`config.mk`:
```
export PLATFORM = sky130hd
export DESIGN_NAME = gpio_bank_flat
export DESIGN_NICKNAME = d
export VERILOG_FILES = /design/src/rtl/gpio_bank_pkg.sv /design/src/rtl/gpio_bank_if.sv /design/src/rtl/gpio_bank_sync_edge_detect.sv /design/src/rtl/gpio_bank.sv /design/src/flat_wrapper.sv
export SDC_FILE = /design/constraint.sdc
export NUM_CORES = 1
export LEC_CHECK = 0
export ABC_CLOCK_PERIOD_IN_PS = 2200
export BUFFER_PORTS_ARGS = -buffer_cell sky130_fd_sc_hd__buf_2
export CORE_UTILIZATION = 51
export CTS_CLUSTER_DIAMETER = 150
export DETAILED_ROUTE_END_ITERATION = 12
export GPL_ROUTABILITY_DRIVEN = 0
export PLACE_DENSITY = 0.8
export SLEW_MARGIN = 20
export SYNTH_ARGS = -nofsm -noshare
export SYNTH_HDL_FRONTEND = slang
export SYNTH_SLANG_ARGS = --single-unit
```
`constraint.sdc`:
```
create_clock -name clk -period 2.2 [get_ports clk]
set_clock_uncertainty 0.1 [all_clocks]
set_input_delay 0.11 -clock clk [delete_from_list [all_inputs] [get_ports clk]]
set_output_delay 0.11 -clock clk [all_outputs]
set_load 0.02 [all_outputs]
```
`src/rtl/gpio_bank_pkg.sv`:
```
// Shared definitions for the GPIO bank: register offsets and bus address width.
package gpio_bank_pkg;

  localparam int GPIO_ADDR_WIDTH = 3;

  // Word offsets of the eight bank registers.
  typedef enum logic [GPIO_ADDR_WIDTH-1:0] {
    GPIO_DATA_OUT   = 3'd0,
    GPIO_DIR        = 3'd1,
    GPIO_DATA_IN    = 3'd2,
    GPIO_IRQ_EN     = 3'd3,
    GPIO_EDGE_SEL   = 3'd4,
    GPIO_IRQ_STATUS = 3'd5,
    GPIO_SET_OUT    = 3'd6,
    GPIO_CLR_OUT    = 3'd7
  } gpio_reg_e;

endpackage

```
`src/rtl/gpio_bank_if.sv`:
```
// Core-bus slave port of the GPIO bank, as decoded by the memory controller.
interface gpio_bank_if #(
  parameter int DATA_WIDTH = 32
);
  import gpio_bank_pkg::*;

  logic                       gpio_sel;
  logic [GPIO_ADDR_WIDTH-1:0] gpio_addr;
  logic [DATA_WIDTH-1:0]      gpio_wrdata;
  logic                       gpio_wren;
  logic [DATA_WIDTH-1:0]      gpio_rddata;

  modport master (
    output gpio_sel, gpio_addr, gpio_wrdata, gpio_wren,
    input  gpio_rddata
  );

  modport slave (
    input  gpio_sel, gpio_addr, gpio_wrdata, gpio_wren,
    output gpio_rddata
  );
endinterface

```
`src/rtl/gpio_bank_sync_edge_detect.sv`:
```
// Per-pin input synchroniser followed by one history flop, so each pin yields a
// metastability-safe level plus single-cycle rise/fall pulses on that level.
module sync_edge_detect #(
  parameter int WIDTH       = 8,
  parameter int SYNC_STAGES = 2
) (
  input  logic             clk,
  input  logic             rst,
  input  logic [WIDTH-1:0] din,
  output logic [WIDTH-1:0] sync_q,
  output logic [WIDTH-1:0] rise,
  output logic [WIDTH-1:0] fall
);

  genvar gi;
  generate
    for (gi = 0; gi < WIDTH; gi++) begin : g_bit
      logic [SYNC_STAGES-1:0] chain_q;
      logic                   hist_q;

      // Shift the raw pin through the chain; the history flop holds the previous synced level.
      always_ff @(posedge clk or posedge rst) begin
        if (rst) begin
          chain_q <= '0;
          hist_q  <= 1'b0;
        end else begin
          chain_q <= {chain_q[SYNC_STAGES-2:0], din[gi]};
          hist_q  <= chain_q[SYNC_STAGES-1];
        end
      end

      assign sync_q[gi] = chain_q[SYNC_STAGES-1];
      assign rise[gi]   = chain_q[SYNC_STAGES-1] & ~hist_q;
      assign fall[gi]   = ~chain_q[SYNC_STAGES-1] & hist_q;
    end
  endgenerate

endmodule

```
`src/rtl/gpio_bank.sv`:
```
// Memory-mapped GPIO bank: register file, combinational read mux, edge-interrupt
// status with write-one-to-clear, and the masked level-high interrupt output.
module gpio_bank
  import gpio_bank_pkg::*;
#(
  parameter int GPIO_WIDTH  = 8,
  parameter int SYNC_STAGES = 2,
  parameter int DATA_WIDTH  = 32
) (
  input  logic                  clk,
  input  logic                  rst,
  gpio_bank_if.slave            bus,
  input  logic [GPIO_WIDTH-1:0] gpio_port_in,
  output logic [GPIO_WIDTH-1:0] gpio_port_out,
  output logic [GPIO_WIDTH-1:0] gpio_port_oe,
  output logic                  gpio_irq
);

  logic [GPIO_WIDTH-1:0] data_out_q,   data_out_d;
  logic [GPIO_WIDTH-1:0] dir_q,        dir_d;
  logic [GPIO_WIDTH-1:0] irq_en_q,     irq_en_d;
  logic [GPIO_WIDTH-1:0] edge_sel_q,   edge_sel_d;
  logic [GPIO_WIDTH-1:0] irq_status_q, irq_status_d;

  logic [GPIO_WIDTH-1:0] sync_level;
  logic [GPIO_WIDTH-1:0] sync_rise;
  logic [GPIO_WIDTH-1:0] sync_fall;
  logic [GPIO_WIDTH-1:0] edge_hit;
  logic [GPIO_WIDTH-1:0] wr_data;
  logic [GPIO_WIDTH-1:0] w1c_mask;
  logic [GPIO_WIDTH-1:0] rd_val;
  logic [DATA_WIDTH-1:0] rd_word;
  logic                  wr_en;

  // Upper write-data bits beyond the pin count are intentionally discarded.
  logic unused_wrdata;
  assign unused_wrdata = ^bus.gpio_wrdata;

  sync_edge_detect #(
    .WIDTH       (GPIO_WIDTH),
    .SYNC_STAGES (SYNC_STAGES)
  ) u_sync (
    .clk    (clk),
    .rst    (rst),
    .din    (gpio_port_in),
    .sync_q (sync_level),
    .rise   (sync_rise),
    .fall   (sync_fall)
  );

  assign wr_en   = bus.gpio_sel & bus.gpio_wren;
  assign wr_data = bus.gpio_wrdata[GPIO_WIDTH-1:0];

  // Each pin reports only the transition direction chosen by its EDGE_SEL bit.
  assign edge_hit = (sync_rise & ~edge_sel_q) | (sync_fall & edge_sel_q);

  // Register-file next state; a fresh edge is OR-ed in after W1C so set wins a collision.
  always_comb begin
    data_out_d = data_out_q;
    dir_d      = dir_q;
    irq_en_d   = irq_en_q;
    edge_sel_d = edge_sel_q;
    w1c_mask   = '0;
    if (wr_en) begin
      case (gpio_reg_e'(bus.gpio_addr))
        GPIO_DATA_OUT:   data_out_d = wr_data;
        GPIO_DIR:        dir_d      = wr_data;
        GPIO_IRQ_EN:     irq_en_d   = wr_data;
        GPIO_EDGE_SEL:   edge_sel_d = wr_data;
        GPIO_IRQ_STATUS: w1c_mask   = wr_data;
        GPIO_SET_OUT:    data_out_d = data_out_q | wr_data;
        GPIO_CLR_OUT:    data_out_d = data_out_q & ~wr_data;
        default:         ;
      endcase
    end
    irq_status_d = (irq_status_q & ~w1c_mask) | edge_hit;
  end

  // Register-file state, cleared immediately by reset.
  always_ff @(posedge clk or posedge rst) begin
    if (rst) begin
      data_out_q   <= '0;
      dir_q        <= '0;
      irq_en_q     <= '0;
      edge_sel_q   <= '0;
      irq_status_q <= '0;
    end else begin
      data_out_q   <= data_out_d;
      dir_q        <= dir_d;
      irq_en_q     <= irq_en_d;
      edge_sel_q   <= edge_sel_d;
      irq_status_q <= irq_status_d;
    end
  end

  // Side-effect-free read mux; unselected bus and write-only offsets read as zero.
  always_comb begin
    rd_val = '0;
    if (bus.gpio_sel) begin
      case (gpio_reg_e'(bus.gpio_addr))
        GPIO_DATA_OUT:   rd_val = data_out_q;
        GPIO_DIR:        rd_val = dir_q;
        GPIO_DATA_IN:    rd_val = sync_level;
        GPIO_IRQ_EN:     rd_val = irq_en_q;
        GPIO_EDGE_SEL:   rd_val = edge_sel_q;
        GPIO_IRQ_STATUS: rd_val = irq_status_q;
        default:         rd_val = '0;
      endcase
    end
  end

  // Zero-extend the pin-wide value onto the bus.
  always_comb begin
    rd_word                 = '0;
    rd_word[GPIO_WIDTH-1:0] = rd_val;
  end

  assign bus.gpio_rddata = rd_word;
  assign gpio_port_out   = data_out_q;
  assign gpio_port_oe    = dir_q;
  assign gpio_irq        = |(irq_status_q & irq_en_q);

endmodule

```
`src/flat_wrapper.sv`:
```
// flat-port wrapper written by rule: the top's interface ports become plain ports
module gpio_bank_flat import gpio_bank_pkg::*;
#(
  parameter int GPIO_WIDTH  = 8,
  parameter int SYNC_STAGES = 2,
  parameter int DATA_WIDTH  = 32
)
  (clk, rst, gpio_port_in, gpio_port_out, gpio_port_oe, gpio_irq, bus_gpio_sel, bus_gpio_addr, bus_gpio_wrdata, bus_gpio_wren, bus_gpio_rddata);
  gpio_bank_if #(.DATA_WIDTH(DATA_WIDTH)) bus_i ();
  input  logic clk;
  input  logic rst;
  input  logic [GPIO_WIDTH-1:0] gpio_port_in;
  output logic [GPIO_WIDTH-1:0] gpio_port_out;
  output logic [GPIO_WIDTH-1:0] gpio_port_oe;
  output logic gpio_irq;
  input wire logic [$bits(bus_i.gpio_sel)-1:0] bus_gpio_sel;
  input wire logic [$bits(bus_i.gpio_addr)-1:0] bus_gpio_addr;
  input wire logic [$bits(bus_i.gpio_wrdata)-1:0] bus_gpio_wrdata;
  input wire logic [$bits(bus_i.gpio_wren)-1:0] bus_gpio_wren;
  output wire logic [$bits(bus_i.gpio_rddata)-1:0] bus_gpio_rddata;
  assign bus_i.gpio_sel = bus_gpio_sel;
  assign bus_i.gpio_addr = bus_gpio_addr;
  assign bus_i.gpio_wrdata = bus_gpio_wrdata;
  assign bus_i.gpio_wren = bus_gpio_wren;
  assign bus_gpio_rddata = bus_i.gpio_rddata;
  gpio_bank #(.GPIO_WIDTH(GPIO_WIDTH), .SYNC_STAGES(SYNC_STAGES), .DATA_WIDTH(DATA_WIDTH)) u_core (.clk(clk), .rst(rst), .bus(bus_i), .gpio_port_in(gpio_port_in), .gpio_port_out(gpio_port_out), .gpio_port_oe(gpio_port_oe), .gpio_irq(gpio_irq));
endmodule
```
==> results.yml <==
route:
  drtIter0Drc: 102
  vias: 2291
  wl_per_cell_microns: 15.7
  avgViaCountPerCell: 5.43
  drc: 0
  first_pass_iters: 4
  routed_wirelength_mm: 6.62
  final_antenna_net_count: 0
final_layout:
  n_antenna_cell: 0
  fin_nets: 392
  instances_no_fill: 422
  fill_cells: 434
  areaGrowthSynthToFinish_pct: 20.7
  layout-drive-gt1-share: 0.306
  design_area_sq_mm: 0.00373
timing:
  tightestPinTransition_ps: 573
  drv_slew: 0
  fmax_mhz: 560
  setup-tns-final_ps: 0
  slew_headroom: 0.617
  finalSetupViolations: 0
  grt_setup_unrepaired: "no"
  timing.final.crit_period_ps: 1790
  hold_viol_final: 0
  fin_crit_sh: 0.811
clocking:
  clock_path_buffers: 2
  worstSkewPairLatency_ps: 350
  cts_resized: 0
  ctsHtreeMaxLevel: 3
  clkTransAtPathRegs_ps: 70
  root_buffer: "clkbuf_8"
  post_cts_buffers: 0
  cts_sinks: 64
  numCtsBuffers: 9
  cts-hold-fix-buffers: 17
  cts_tree: "done"
logic_synthesis:
  synth_area_per_cell_sq_um: 11.2
  syn_area_sq_mm: 0.00309
  netlist_instances: 276
  ys_ff_latch: 64
  ys_seq_area_frac: 0.519
  yosysUniqueCellTypes: 38
  ys.warnings.count: 0
floorplanning:
  core_sq_mm: 0.00568
  die_x_microns: 79.8
  dieArea_sq_mm: 0.00637
  io_pins: 96
  rows: 27
  initial_core_util: 0.544
  dieHeight_microns: 79.8
global_route:
  antenna_found_initial: 0
  grt_first_pass_wirelength_mm: 10.7
  grt_usage: 0.231
  grt_start_max_net_pins: 38
  grt_remaining_overflow: 0
  grt_pass1_vias: 2163
place:
  dp_cells: 389
  portBuffers: 47
  hpwl_mm: 4.32
  placedInstanceArea_sq_mm: 0.00330
critical_path:
  reg2reg_from: "u_core.edge_sel_q[3]"
  regToRegSetupSlack_ps: 1170
  critPathLaunchType: "register"
  critical_path.endpoint: "bus_gpio_rddata[6]"
  timing.rr.end: "u_core.irq_status_q[3]"
  setup.worst_path.start: "u_core.gpio_port_out[6]"
  cp-end-kind: "output pin"
  arrival_ps: 1580
  rr_worst_depth: 3
  crit_fanout: 5
  cp.required_ps: 1990
  crit_type: "register to output pin"
power:
  peakVddDrop_uv: 580
  p_per_area_mw_per_mm2: 880
  p_leak_uw: 0.00173
job:
  maxCapViolations: 0
outcome:
  outcome: "completed"
hold_path:
  hp-class: "primary input to register"
Yosys cell counts, drive strengths merged:
| cell | number | area share |
|---|---|---|
| a311oi | 1 | 0.0028 |
| o22ai | 5 | 0.010 |
| and4 | 1 | 0.0028 |
| mux2i | 11 | 0.036 |
| mux4 | 3 | 0.022 |
| a211oi | 7 | 0.017 |
| a21o | 2 | 0.0049 |
| and3 | 2 | 0.0041 |
| nor2 | 30 | 0.042 |
| o21ai | 11 | 0.018 |
| nor2b | 2 | 0.0041 |
| o211ai | 3 | 0.0073 |
| or3 | 2 | 0.0041 |
| nand2 | 29 | 0.035 |
| inv | 6 | 0.0073 |
| nand2b | 4 | 0.011 |
| a21oi | 14 | 0.023 |
| dfrtp | 64 | 0.52 |
| mux2 | 28 | 0.10 |
| clkbuf | 2 | 0.0024 |
| or2b | 1 | 0.0024 |
| nand3b | 1 | 0.0036 |
| nand3 | 1 | 0.0032 |
| buf | 32 | 0.077 |
| a221o | 5 | 0.016 |
| nand4 | 1 | 0.0020 |
| a22oi | 5 | 0.012 |
| o32ai | 1 | 0.0028 |
| conb | 1 | 0.0012 |
| o31ai | 1 | 0.0024 |
sequential cells by signal, indices dropped and copies added, names as in the netlist:
name / cells
u_core.edge_sel_q: 8
u_core.gpio_port_oe: 8
u_core.gpio_port_out: 8
u_core.irq_en_q: 8
u_core.irq_status_q: 8
u_core.u_sync.g_bit.chain_q: 16
u_core.u_sync.g_bit.hist_q: 8
per-stage QoR:
stage / hold WS (ps) / setup WS, ps / total power (uW) / utilization
6_report: 106 / 415 / 3280 / 0.657
3_5_place_dp: 112 / 550 / 2000 / 0.582
3_3_place_gp: 107 / 557 / 1980 / 0.582
4_1_cts: 98.4 / 412 / 3300 / 0.657
2_1_floorplan: 41.4 / 392 / 1860 / -
5_1_grt: 151 / 362 / 3410 / 0.657
worst max-delay path, stage by stage (launching register included):
cell	delay (ps)
dfrtp_1	440
mux4_2	460
inv_1	60
o22ai_1	80
buf_2	170
how the worst min path moves through the flow:
stage	from	to	slack, ps	cells after the start
floorplan	gpio_port_in[0]	u_core.u_sync.g_bit[0].chain_q[0]	40	0
global placement	rst	u_core.u_sync.g_bit[6].chain_q[0]	110	2
detailed placement	rst	u_core.u_sync.g_bit[6].chain_q[0]	110	2
CTS	bus_gpio_addr[2]	u_core.gpio_port_out[2]	100	2
global route	bus_gpio_addr[2]	u_core.gpio_port_out[2]	150	2
finish	bus_gpio_addr[2]	u_core.gpio_port_out[2]	110	2
final cells by class:
| type | instances | area, sq um | share of cell area |
|---|---|---|---|
| Timing Repair Buffer | 69 | 455 | 0.122 |
| Tap cell | 72 | 90.1 | 0.0242 |
| Multi-Input combinational cell | 195 | 1310 | 0.350 |
| Clock buffer | 10 | 138 | 0.0369 |
| Inverter | 6 | 22.5 | 0.00604 |
| Sequential cell | 64 | 1600 | 0.430 |
| Clock inverter | 6 | 115 | 0.0309 |
power breakdown:
part | total [uW] | internal, uW | switching [uW]
Sequential | 1440 | 1320 | 119
Combinational | 577 | 264 | 313
Clock | 1270 | 789 | 478
cell usage in the layout (no fill, tap or decap), drive strengths merged, types with 2 or more instances in the layout:
cell type,netlist,routed
a211oi,7,7
a21oi,14,14
dlygate4sd3,0,17
clkbuf,2,10
mux2i,11,11
o22ai,5,5
nand2,29,29
nor2b,2,2
conb,1,24
a21o,2,2
mux2,28,28
and3,2,2
inv,6,7
o211ai,3,3
a22oi,5,5
nand2b,4,4
o21ai,11,11
dfrtp,64,64
bufinv,0,3
buf,32,52
a221o,5,5
mux4,3,3
nor2,30,30
or3,2,2
cells by family (layout without fill, tap and decap cells):
kind of cell	Yosys count	in the layout	share of synthesized area
AND/OR/NAND/NOR	74	74	0.115
multiplexers	42	42	0.162
flip-flops	64	64	0.519
buffers and inverters	40	91	0.0867
other	1	24	0.00121
AO/OA/AOI/OAI	55	55	0.116
routing by layer:
| layer | wire [microns] | share of wire | global-route usage | up-vias |
|---|---|---|---|---|
| li1 | - | - | - | 1067 |
| met4 | 111 | 0.017 | 0.104 | 0 |
| met2 | 3130 | 0.47 | 0.351 | 94 |
| met3 | 430 | 0.065 | 0.0731 | 14 |
| met5 | 0 | 0 | 0 | - |
| met1 | 2950 | 0.45 | 0.301 | 1116 |
(Power assumes the default switching activity.)
